[src/rtl/servant_sram_pkg.sv]
// servant_sram_pkg: shared definitions for the servant SRAM arbiter slice.
//   sramState_t          - access sequencer states
//   AW_DEFAULT           - default SRAM byte-address width
//   WAIT_CYCLES_DEFAULT  - default strobe width in clocks
//   HOST / CPU           - requester port indices
package servant_sram_pkg;

  typedef enum logic [1:0] {
    IDLE   = 2'd0,
    SETUP  = 2'd1,
    STROBE = 2'd2,
    HOLD   = 2'd3
  } sramState_t;

  localparam int AW_DEFAULT          = 18;
  localparam int WAIT_CYCLES_DEFAULT = 2;

  localparam logic HOST = 1'b0;
  localparam logic CPU  = 1'b1;

endpackage

[src/rtl/servant_sram_grant.sv]
// servant_sram_grant: combinational picker choosing which requester owns the
// next SRAM access.
//   hReq, cReq  in   host / CPU request levels
//   lastGrant   in   port granted most recently (round-robin builds only)
//   grant       out  chosen port index (HOST or CPU)
// SERVANT_SRAM_ARB_RR_EN defined: round-robin on simultaneous requests.
// Undefined: fixed priority, host first.
module servant_sram_grant
  import servant_sram_pkg::*;
(
  input  logic hReq,
  input  logic cReq,
`ifdef SERVANT_SRAM_ARB_RR_EN
  input  logic lastGrant,
`endif
  output logic grant
);

  always_comb begin
    grant = HOST;
`ifdef SERVANT_SRAM_ARB_RR_EN
    if (hReq && cReq) begin
      grant = (lastGrant == HOST) ? CPU : HOST;
    end else if (cReq) begin
      grant = CPU;
    end
`else
    if (!hReq && cReq) begin
      grant = CPU;
    end
`endif
  end

endmodule

[src/rtl/servant_sram_arb.sv]
// servant_sram_arb: shares an external 8-bit asynchronous SRAM between the
// host bridge and the SERV CPU data port. Each access runs SETUP (1 clk),
// STROBE (WAIT_CYCLES clks) and HOLD (1 clk, ack pulse). All SRAM pins are
// registered.
//   wb_clk, wb_rst            clock, synchronous active-high reset
//   i_h_* / o_h_*             host request port (req, we, adr, dat, rdt, ack)
//   i_c_* / o_c_*             CPU request port, same meaning
//   o_sram_adr/csn/oen/wen    SRAM address and active-low controls
//   o_sram_dq_oe/dq_out       DQ drive enable and write data
//   i_sram_dq_in              DQ read data
// SERVANT_SRAM_ARB_RR_EN selects round-robin arbitration (default: host first).
module servant_sram_arb
  import servant_sram_pkg::*;
#(
  parameter int AW          = AW_DEFAULT,
  parameter int WAIT_CYCLES = WAIT_CYCLES_DEFAULT
) (
  input  logic          wb_clk,
  input  logic          wb_rst,
  input  logic          i_h_req,
  input  logic          i_h_we,
  input  logic [AW-1:0] i_h_adr,
  input  logic [7:0]    i_h_dat,
  output logic [7:0]    o_h_rdt,
  output logic          o_h_ack,
  input  logic          i_c_req,
  input  logic          i_c_we,
  input  logic [AW-1:0] i_c_adr,
  input  logic [7:0]    i_c_dat,
  output logic [7:0]    o_c_rdt,
  output logic          o_c_ack,
  output logic [AW-1:0] o_sram_adr,
  output logic          o_sram_csn,
  output logic          o_sram_oen,
  output logic          o_sram_wen,
  output logic          o_sram_dq_oe,
  output logic [7:0]    o_sram_dq_out,
  input  logic [7:0]    i_sram_dq_in
);

  sramState_t    state, stateNext;
  logic [3:0]    cnt, cntNext;
  logic          weReg, weNext;
  logic          grantee, granteeNext;
  logic          grant;
  logic [AW-1:0] adrNext;
  logic [7:0]    datNext;
  logic          csnNext, oenNext, wenNext, dqOeNext;
  logic          hAckNext, cAckNext;
  logic          rdCapture;

`ifdef SERVANT_SRAM_ARB_RR_EN
  logic lastGrant;

  always_ff @(posedge wb_clk) begin
    if (wb_rst) begin
      lastGrant <= CPU;
    end else if (state == IDLE && (i_h_req || i_c_req)) begin
      lastGrant <= grant;
    end
  end
`endif

  servant_sram_grant uGrant (
    .hReq      (i_h_req),
    .cReq      (i_c_req),
`ifdef SERVANT_SRAM_ARB_RR_EN
    .lastGrant (lastGrant),
`endif
    .grant     (grant)
  );

  // The pin registers double as the latched address/data, so pin values are
  // derived from the next state and next latched contents.
  always_comb begin
    stateNext   = state;
    cntNext     = cnt;
    weNext      = weReg;
    granteeNext = grantee;
    adrNext     = o_sram_adr;
    datNext     = o_sram_dq_out;
    case (state)
      IDLE: begin
        if (i_h_req || i_c_req) begin
          granteeNext = grant;
          weNext      = (grant == CPU) ? i_c_we  : i_h_we;
          adrNext     = (grant == CPU) ? i_c_adr : i_h_adr;
          datNext     = (grant == CPU) ? i_c_dat : i_h_dat;
          stateNext   = SETUP;
        end
      end
      SETUP: begin
        stateNext = STROBE;
        cntNext   = 4'(WAIT_CYCLES - 1);
      end
      STROBE: begin
        if (cnt == 4'd0) begin
          stateNext = HOLD;
        end else begin
          cntNext = cnt - 4'd1;
        end
      end
      HOLD: begin
        stateNext = IDLE;
      end
      default: stateNext = IDLE;
    endcase

    csnNext   = (stateNext == IDLE);
    oenNext   = !(stateNext == STROBE && !weNext);
    wenNext   = !(stateNext == STROBE && weNext);
    dqOeNext  = weNext && (stateNext != IDLE);
    hAckNext  = (stateNext == HOLD) && (granteeNext == HOST);
    cAckNext  = (stateNext == HOLD) && (granteeNext == CPU);
    rdCapture = (state == STROBE) && (cnt == 4'd0) && !weReg;
  end

  always_ff @(posedge wb_clk) begin
    if (wb_rst) begin
      state         <= IDLE;
      cnt           <= '0;
      weReg         <= 1'b0;
      grantee       <= HOST;
      o_sram_adr    <= '0;
      o_sram_dq_out <= '0;
      o_sram_csn    <= 1'b1;
      o_sram_oen    <= 1'b1;
      o_sram_wen    <= 1'b1;
      o_sram_dq_oe  <= 1'b0;
      o_h_ack       <= 1'b0;
      o_c_ack       <= 1'b0;
      o_h_rdt       <= '0;
      o_c_rdt       <= '0;
    end else begin
      state         <= stateNext;
      cnt           <= cntNext;
      weReg         <= weNext;
      grantee       <= granteeNext;
      o_sram_adr    <= adrNext;
      o_sram_dq_out <= datNext;
      o_sram_csn    <= csnNext;
      o_sram_oen    <= oenNext;
      o_sram_wen    <= wenNext;
      o_sram_dq_oe  <= dqOeNext;
      o_h_ack       <= hAckNext;
      o_c_ack       <= cAckNext;
      if (rdCapture) begin
        if (grantee == HOST) begin
          o_h_rdt <= i_sram_dq_in;
        end else begin
          o_c_rdt <= i_sram_dq_in;
        end
      end
    end
  end

endmodule

[config.mk]
export PLATFORM = sky130hd
export DESIGN_NAME = servant_sram_arb
export DESIGN_NICKNAME = d
export VERILOG_FILES = /design/src/rtl/servant_sram_pkg.sv /design/src/rtl/servant_sram_grant.sv /design/src/rtl/servant_sram_arb.sv
export SDC_FILE = /design/constraint.sdc
export NUM_CORES = 1
export LEC_CHECK = 0
export CAP_MARGIN = 20
export CORE_MARGIN = 5
export CORE_UTILIZATION = 44
export DETAILED_ROUTE_END_ITERATION = 10
export PLACE_DENSITY = 0.95
export RECOVER_POWER = 100
export SYNTH_ARGS = -nofsm -noshare
export SYNTH_HDL_FRONTEND = slang
export SYNTH_SLANG_ARGS = --single-unit
export TNS_END_PERCENT = 50
[constraint.sdc]
create_clock -name wb_clk -period 3 [get_ports wb_clk]
set_input_delay 0.3 -clock wb_clk [delete_from_list [all_inputs] [get_ports wb_clk]]
set_output_delay 0.3 -clock wb_clk [all_outputs]
set_load 0.02 [all_outputs]
# After elaboration in Yosys (flattened, before gate mapping)
# Cells that the tools add are included.
dict set report classes {
  addsub 1
  n_mul 0
  div 0
  n_lt_le_gt_ge 0
  eq_ne 6
  shifts 0
  n_mux 13
  n_bitwise 2
  n_reduce_logical 23
}
# op n
set op_table {}
lappend op_table {{18-bit 2-to-1 mux} 1}
lappend op_table {{2-bit equality test (second input constant)} 4}
lappend op_table {{1-bit logical AND} 8}
lappend op_table {{8-bit 2-to-1 mux} 1}
lappend op_table {{2-bit case mux with 4 select lines} 1}
lappend op_table {{4-bit case mux with 2 select lines} 1}
lappend op_table {{2-bit AND reduction} 4}
lappend op_table {{1-bit 2-to-1 mux} 6}
lappend op_table {{1-bit zero test} 5}
lappend op_table {{2-bit zero test} 2}
lappend op_table {{4-bit zero test} 1}
lappend op_table {{2-bit 2-to-1 mux} 2}
lappend op_table {{4-bit 2-to-1 mux} 1}
lappend op_table {{2-bit nonzero test} 2}
lappend op_table {{4-bit by 1-bit subtractor with 4-bit output (second input constant)} 1}
lappend op_table {{2-bit by 1-bit equality test with 1-bit output (second input constant)} 1}
lappend op_table {{2-bit != test (second input constant)} 1}
lappend op_table {{1-bit NOT} 2}
lappend op_table {{1-bit logical OR} 1}
dict set report word_totals {
  regBits 56
  latch_bits 0
  ram_bits 0
  mem_bits_ro 0
  out_inout_bits 48
  wordCells 59
  memories 0
}

# Logic depth before layout (Yosys ltp)
dict set report logic_depth {
  ltp_word 9
  ltp_mapped 7
  depth_no_buf 5
}

# Modules after synthesis
# Synthesis repeated with hierarchy kept, for this count alone.
dict set report hier_totals {
  hier_cells 255
  hier_area_um2 2427.3
}
# mod instances cells_each area_per_inst_um2 seq_area_each_um2
set by_module_without_submodules {}
lappend by_module_without_submodules {servant_sram_arb 1 254 2413.6 1121.1}
lappend by_module_without_submodules {servant_sram_grant 1 1 13.8 0.0}

# Worst setup path before layout
# Ideal clock, no wire load.
dict set report synth_path {
  kind {register -> register}
  start {reg cnt[0]}
  end {reg o_sram_wen}
  setup_ns 0.142
  arrival_time_ns 1.668
  slack_ns 1.190
  path_stages_with_launch 6
  n_path_buf 0
  period_less_slack_ns 1.810
  path_cell_list {dfxtp_1 > inv_1 > ha_1 > or3b_4 > a221o_1 > or4b_2}
}
dict set report synth_via {
  elab_chain_cells 6
}
# item line_no
set synth_rtl {}
lappend synth_rtl {{start: declaration} servant_sram_arb.sv:42} ;# logic [3:0] cnt, cntNext;
lappend synth_rtl {{start signal: assignment} servant_sram_arb.sv:136} ;# cnt <= cntNext;
lappend synth_rtl {{4-bit zero test} servant_sram_arb.sv:97} ;# if (cnt == 4'd0) begin
lappend synth_rtl {{2-bit 2-to-1 mux} servant_sram_arb.sv:97}
lappend synth_rtl {{2-bit case mux with 4 select lines} servant_sram_arb.sv:82} ;# case (state)
lappend synth_rtl {{2-bit equality test} servant_sram_arb.sv:111} ;# wenNext = !(stateNext == STROBE && weNext);
lappend synth_rtl {{1-bit logical AND} servant_sram_arb.sv:111}
lappend synth_rtl {{1-bit zero test} servant_sram_arb.sv:111}
lappend synth_rtl {{end signal: assignment} servant_sram_arb.sv:143} ;# o_sram_wen <= wenNext;
lappend synth_rtl {{end: declaration} servant_sram_arb.sv:35} ;# output logic o_sram_wen,
# No other way between the ends.
# A chain may end at the register's enable or synchronous reset.

# Worst setup path in the final report
dict set report layout_path {
  start {reg state[0]}
  end {reg o_sram_wen}
}
dict set report layout_via {
  elab_chain_cells 5
  word_cells_on_any_way 11
  classes_between {eq/ne (4); mux (4); reduce/logical (3)}
}
# item line_no
set layout_rtl {}
lappend layout_rtl {{start: declaration} servant_sram_arb.sv:41} ;# sramState_t state, stateNext;
lappend layout_rtl {{start signal: assignment} servant_sram_arb.sv:135} ;# state <= stateNext;
lappend layout_rtl {{2-bit equality test, or another cell as far along} servant_sram_arb.sv:82}
lappend layout_rtl {{2-bit case mux with 4 select lines} servant_sram_arb.sv:82}
lappend layout_rtl {{2-bit equality test} servant_sram_arb.sv:111}
lappend layout_rtl {{1-bit logical AND *} servant_sram_arb.sv:111}
lappend layout_rtl {{1-bit zero test *} servant_sram_arb.sv:111}
# Every way passes the cells marked *; elsewhere a longest branch is shown, timed or not.

==> results.md <==
- Yosys printed 0 warnings.
- Ranked by instance count, the synthesized netlist is headed by dfxtp_1, nor2_1, nand2b_1, o22ai_1, a211oi_1.
- The HPWL after detailed placement is around 5100 um.
- The number of gates given a new drive strength after cts is 0.
- The startpoint of the worst register-to-register path is state[0].
- The tool flagged a number of max-cap violations equal to 1.
- The sequential fraction of the synthesis area is 47.31%.
- Headroom to the max-slew limit came out at -50.45%.
- The clock edge transition at the registers on the reported setup and hold paths is 0.09 ns.
- Entering global routing, the biggest net connects 63 pins.
- The critical path is of the reg2reg type.
- The worst setup path is captured at a flop.
- Before antenna repair, the detailed router went through 4 iterations.
- The via count of the routed design is 2283.
- The path type of the worst min-delay path is reg2reg.
- The placed instances occupy a cell area of 0.003528 mm^2.
- The checks that failed: capacitance limit, slew limit.
- STA classifies the critical path startpoint as a flop.
- The completed layout was analyzed and its total power is 2.863 mW.
- The peak supply drop is roughly 0.00041 V.
- Setup repair after global routing left no endpoint under its margin.
- Once the clock tree was built, the setup fixing pass inserted 0 buffers.
- The mapped netlist covers 0.002370 mm^2.
- The number of nets in the final layout is 430.
- The boundary pin count is 114.
- The floorplan die area is 0.006954 mm^2.
- The detailed-route vias per instance is between 5 and 6.
- The per-cell routed wire length is roughly 16 um.
- Walking the worst path, the cells encountered are inv_1 > ha_1 > clkbuf_1 > nand2_1 > o22ai_1 > or4b_2.
- The transition at the pin with the smallest max-transition slack is approximately 2.3 ns.
- The required time reported for the critical path endpoint is 3.18 ns.
- The largest incremental delay on the critical path is 0.67 ns.
- Measured in cells, the most critical reg-to-reg path has a length of 6.
- The setup check on the worst reg-to-reg path leaves a slack of 0.50 ns.
- Tracing the worst setup path back leads to its startpoint at state[0].
- The flop and latch count out of synthesis is 56.
- The async set or reset register ratio after synthesis is 0%.
- In the final layout, the share of cells above drive strength 1 is 4.457%.
- Summed over all failing endpoints, the final setup total negative slack is 0 ns.
- The number of nets in the synthesized netlist is 327.
- The chip height is 83.39 um.
- The number of nets with antenna violations after detailed routing is 0.
- The number of I/O port buffers is roughly 110.
- The number of hold buffers added after CTS was 0.
- The worst clock skew is between 0.008 and 0.009 ns.
- The DRC marker count from the first detailed-route iteration is 146.
- TritonCTS built the clock tree.
- Of all nets on the critical path, the largest fanout is 17.
- The most repeated cell in the gate-level netlist after synthesis is dfxtp_1.
- Counting flops with a built-in enable in the synthesized netlist gives 0.
- The end of the worst register-to-register path is o_sram_wen.
- Synthesis produced 255 cells.
- In this run the power spent charging and discharging nets is 1.146 mW.
- In the synthesized netlist the dominant register cell turns out to be dfxtp_1.
- The floorplan row count is 26.
- The switching share of power is between 40% and 50%.
- For this run, design rule violations remaining after detail routing come to 0.
- The number of global-route vias before repair is 2274.
- The power density over the cells is a little under 800 mW/mm^2.
- The number of antenna violations at the first check in global routing is 0.
- The reported leakage power is about 1.5 nW.
- The first global-routing pass estimated 10670 um of wire.
- The part of the power in the clock network is 14.1%.
- The number of antenna diodes is 0.
- Of the post-synthesis cell area, the dominant cell type holds ~47%.
- The clock passes through at most 2 buffers.
- The core area is ~0.0052 mm^2.
- The slowest stage of the critical path is the or4b_2 cell.
- The post-synthesis cell type with the largest combined area is dfxtp_1.
- The final-report hold violation count is 0.
- Wires add up to between 6000 and 7000 um.
- The minimum clock period after layout is 2.501 ns.
- The H-tree depth is 2.
- Dividing the final minimum period by the clock period gives a little over four fifths.
- The mean area per synthesized cell is 9.293 um^2.
- The clock latency of the later-clocked register in the worst-skew pair is roughly 0.31 ns.
- By area the synthesized netlist is led by dfxtp_1, a211oi_1, nand2b_1.
- The run finished, with violations left.
- The final-report setup violation count is 0.
- From left edge to right edge, the die measures 83.39 um.
- The critical path capture point is o_sram_wen.
- In this run, distinct cell masters in the synthesized netlist total 34.
- The internal power of the cells totals between 1.5 and 2 mW.
- The tree built by TritonCTS fans out to 56 sinks.
- The layout-stage area growth over the synthesis result is 52.38%.
- The sequential cell fraction of total power is a little under two fifths.
- The number of clock buffers inserted by TritonCTS is 5.
- The total routing usage reported by global routing is 18.61%.
- In this run the clock root is driven by a clkbuf_8.
- The share of total power dissipated in combinational logic is 48.8%.
- For this run, the top clock speed supported by timing is 399.8 MHz.
- After routing the design area is 0.003611 mm^2.
- The number of pins exceeding their max-slew limit in the final report is 63.
- The weighted congestion at the end of routability-driven global placement is 0.7875.
- At the worst endpoint, the arrival time is about 2.7 ns.
- The overflow left after global routing is 0.
- The initial utilization of the core area, before any placement, comes to 45.82%.
[state kept, by name (all words and copies together) (netlist names)]
| name | cells |
|---|---|
| o_h_ack | 1 |
| o_sram_dq_out | 8 |
| o_h_rdt | 8 |
| o_sram_dq_oe | 1 |
| o_c_rdt | 8 |
| o_sram_adr | 18 |
| o_sram_oen | 1 |
| o_c_ack | 1 |
| grantee | 1 |
| weReg | 1 |
| o_sram_csn | 1 |
| o_sram_wen | 1 |
| cnt | 4 |
| state | 2 |
[critical path: cells and delay by family, from the launching register on]
family / cells / cell delay, ns
DFF: 1 / 0.40
AOI/OAI and AO/OA: 1 / 0.16
and+or+nand+nor: 2 / 0.88
adders and majority gates: 1 / 0.41
buffers and inverters: 2 / 0.52
[metal layers]
metal	routed length, um	track usage [%]
met5	0	0
met3	590	5.347
met1	2611	21.18
met2	3322	32.58
met4	166	7.429
[area by class of cell]
class / count / area (um^2)
multi-input cells: 172 / 1145
inverters: 7 / 26.28
clock inverters: 3 / 18.77
fillers: 422 / 1562
clock buffers: 5 / 68.82
well taps: 70 / 87.58
flip-flops and latches: 56 / 1121
repair buffers: 116 / 1144
[stage by stage]
step / instances / hold WS, ns / util (%) / setup slack (ns)
finish: 429 / 0.4772 / 69.81 / 0.4989
detailed placement: 421 / 0.4640 / 68.21 / 0.7686
global route: 429 / 0.4920 / 69.81 / 0.3282
CTS: 429 / 0.4829 / 69.91 / 0.7568
global placement: 421 / 0.4610 / 68.21 / 0.8102
floorplan: 255 / 0.4759 / - / 1.190
[cell families (layout without fill, tap and decap cells)]
| logic type | after synthesis | count (layout) | synth area share, % |
|---|---|---|---|
| AND/OR/NAND/NOR | 82 | 82 | 18.22 |
| AO/OA/AOI/OAI | 68 | 68 | 20.17 |
| flip-flops | 56 | 56 | 47.31 |
| buffers and inverters | 27 | 131 | 4.382 |
| multiplexers | 16 | 16 | 6.758 |
| adder cells (fa/ha/maj) | 6 | 6 | 3.168 |
[cell usage in the layout (no fill, tap or decap), types with 2 or more instances in the layout]
cell	count
clkinv_2	2
nand3_1	2
mux2i_1	16
a211oi_1	26
clkdlybuf4s50_1	64
nand2b_1	27
dfxtp_1	56
ha_1	6
a21oi_1	4
nor3b_1	2
nor2_1	35
nand4b_1	2
o22ai_1	27
nand2_1	3
buf_4	2
o21ai_0	2
dlygate4sd3_1	48
nor3_1	4
clkbuf_1	2
inv_1	6
clkbuf_8	5
[power groups by stage]
| stage | logic [mW] | registers [mW] | clock network, mW |
|---|---|---|---|
| after floorplan | 0.637 | 1.30 | 0 |
| after global placement | 1.44 | 1.08 | 0 |
| final | 1.40 | 1.06 | 0.402 |
| after global routing | 1.52 | 1.08 | 0.439 |
| after CTS | 1.48 | 1.07 | 0.417 |
| after detailed placement | 1.47 | 1.09 | 0 |
[worst min path at each step]
stage                     from          to  slack (ns)  cells after the start
6_report            o_h_rdt[5]  o_h_rdt[5]        0.48                      2
3_5_place_dp        o_h_rdt[5]  o_h_rdt[5]        0.46                      2
4_1_cts             o_h_rdt[5]  o_h_rdt[5]        0.48                      2
5_1_grt             o_h_rdt[5]  o_h_rdt[5]        0.49                      2
2_1_floorplan  i_sram_dq_in[5]  o_c_rdt[5]        0.48                      2
3_3_place_gp        o_c_rdt[4]  o_c_rdt[4]        0.46                      2
Power figures use the tool's default switching activity.
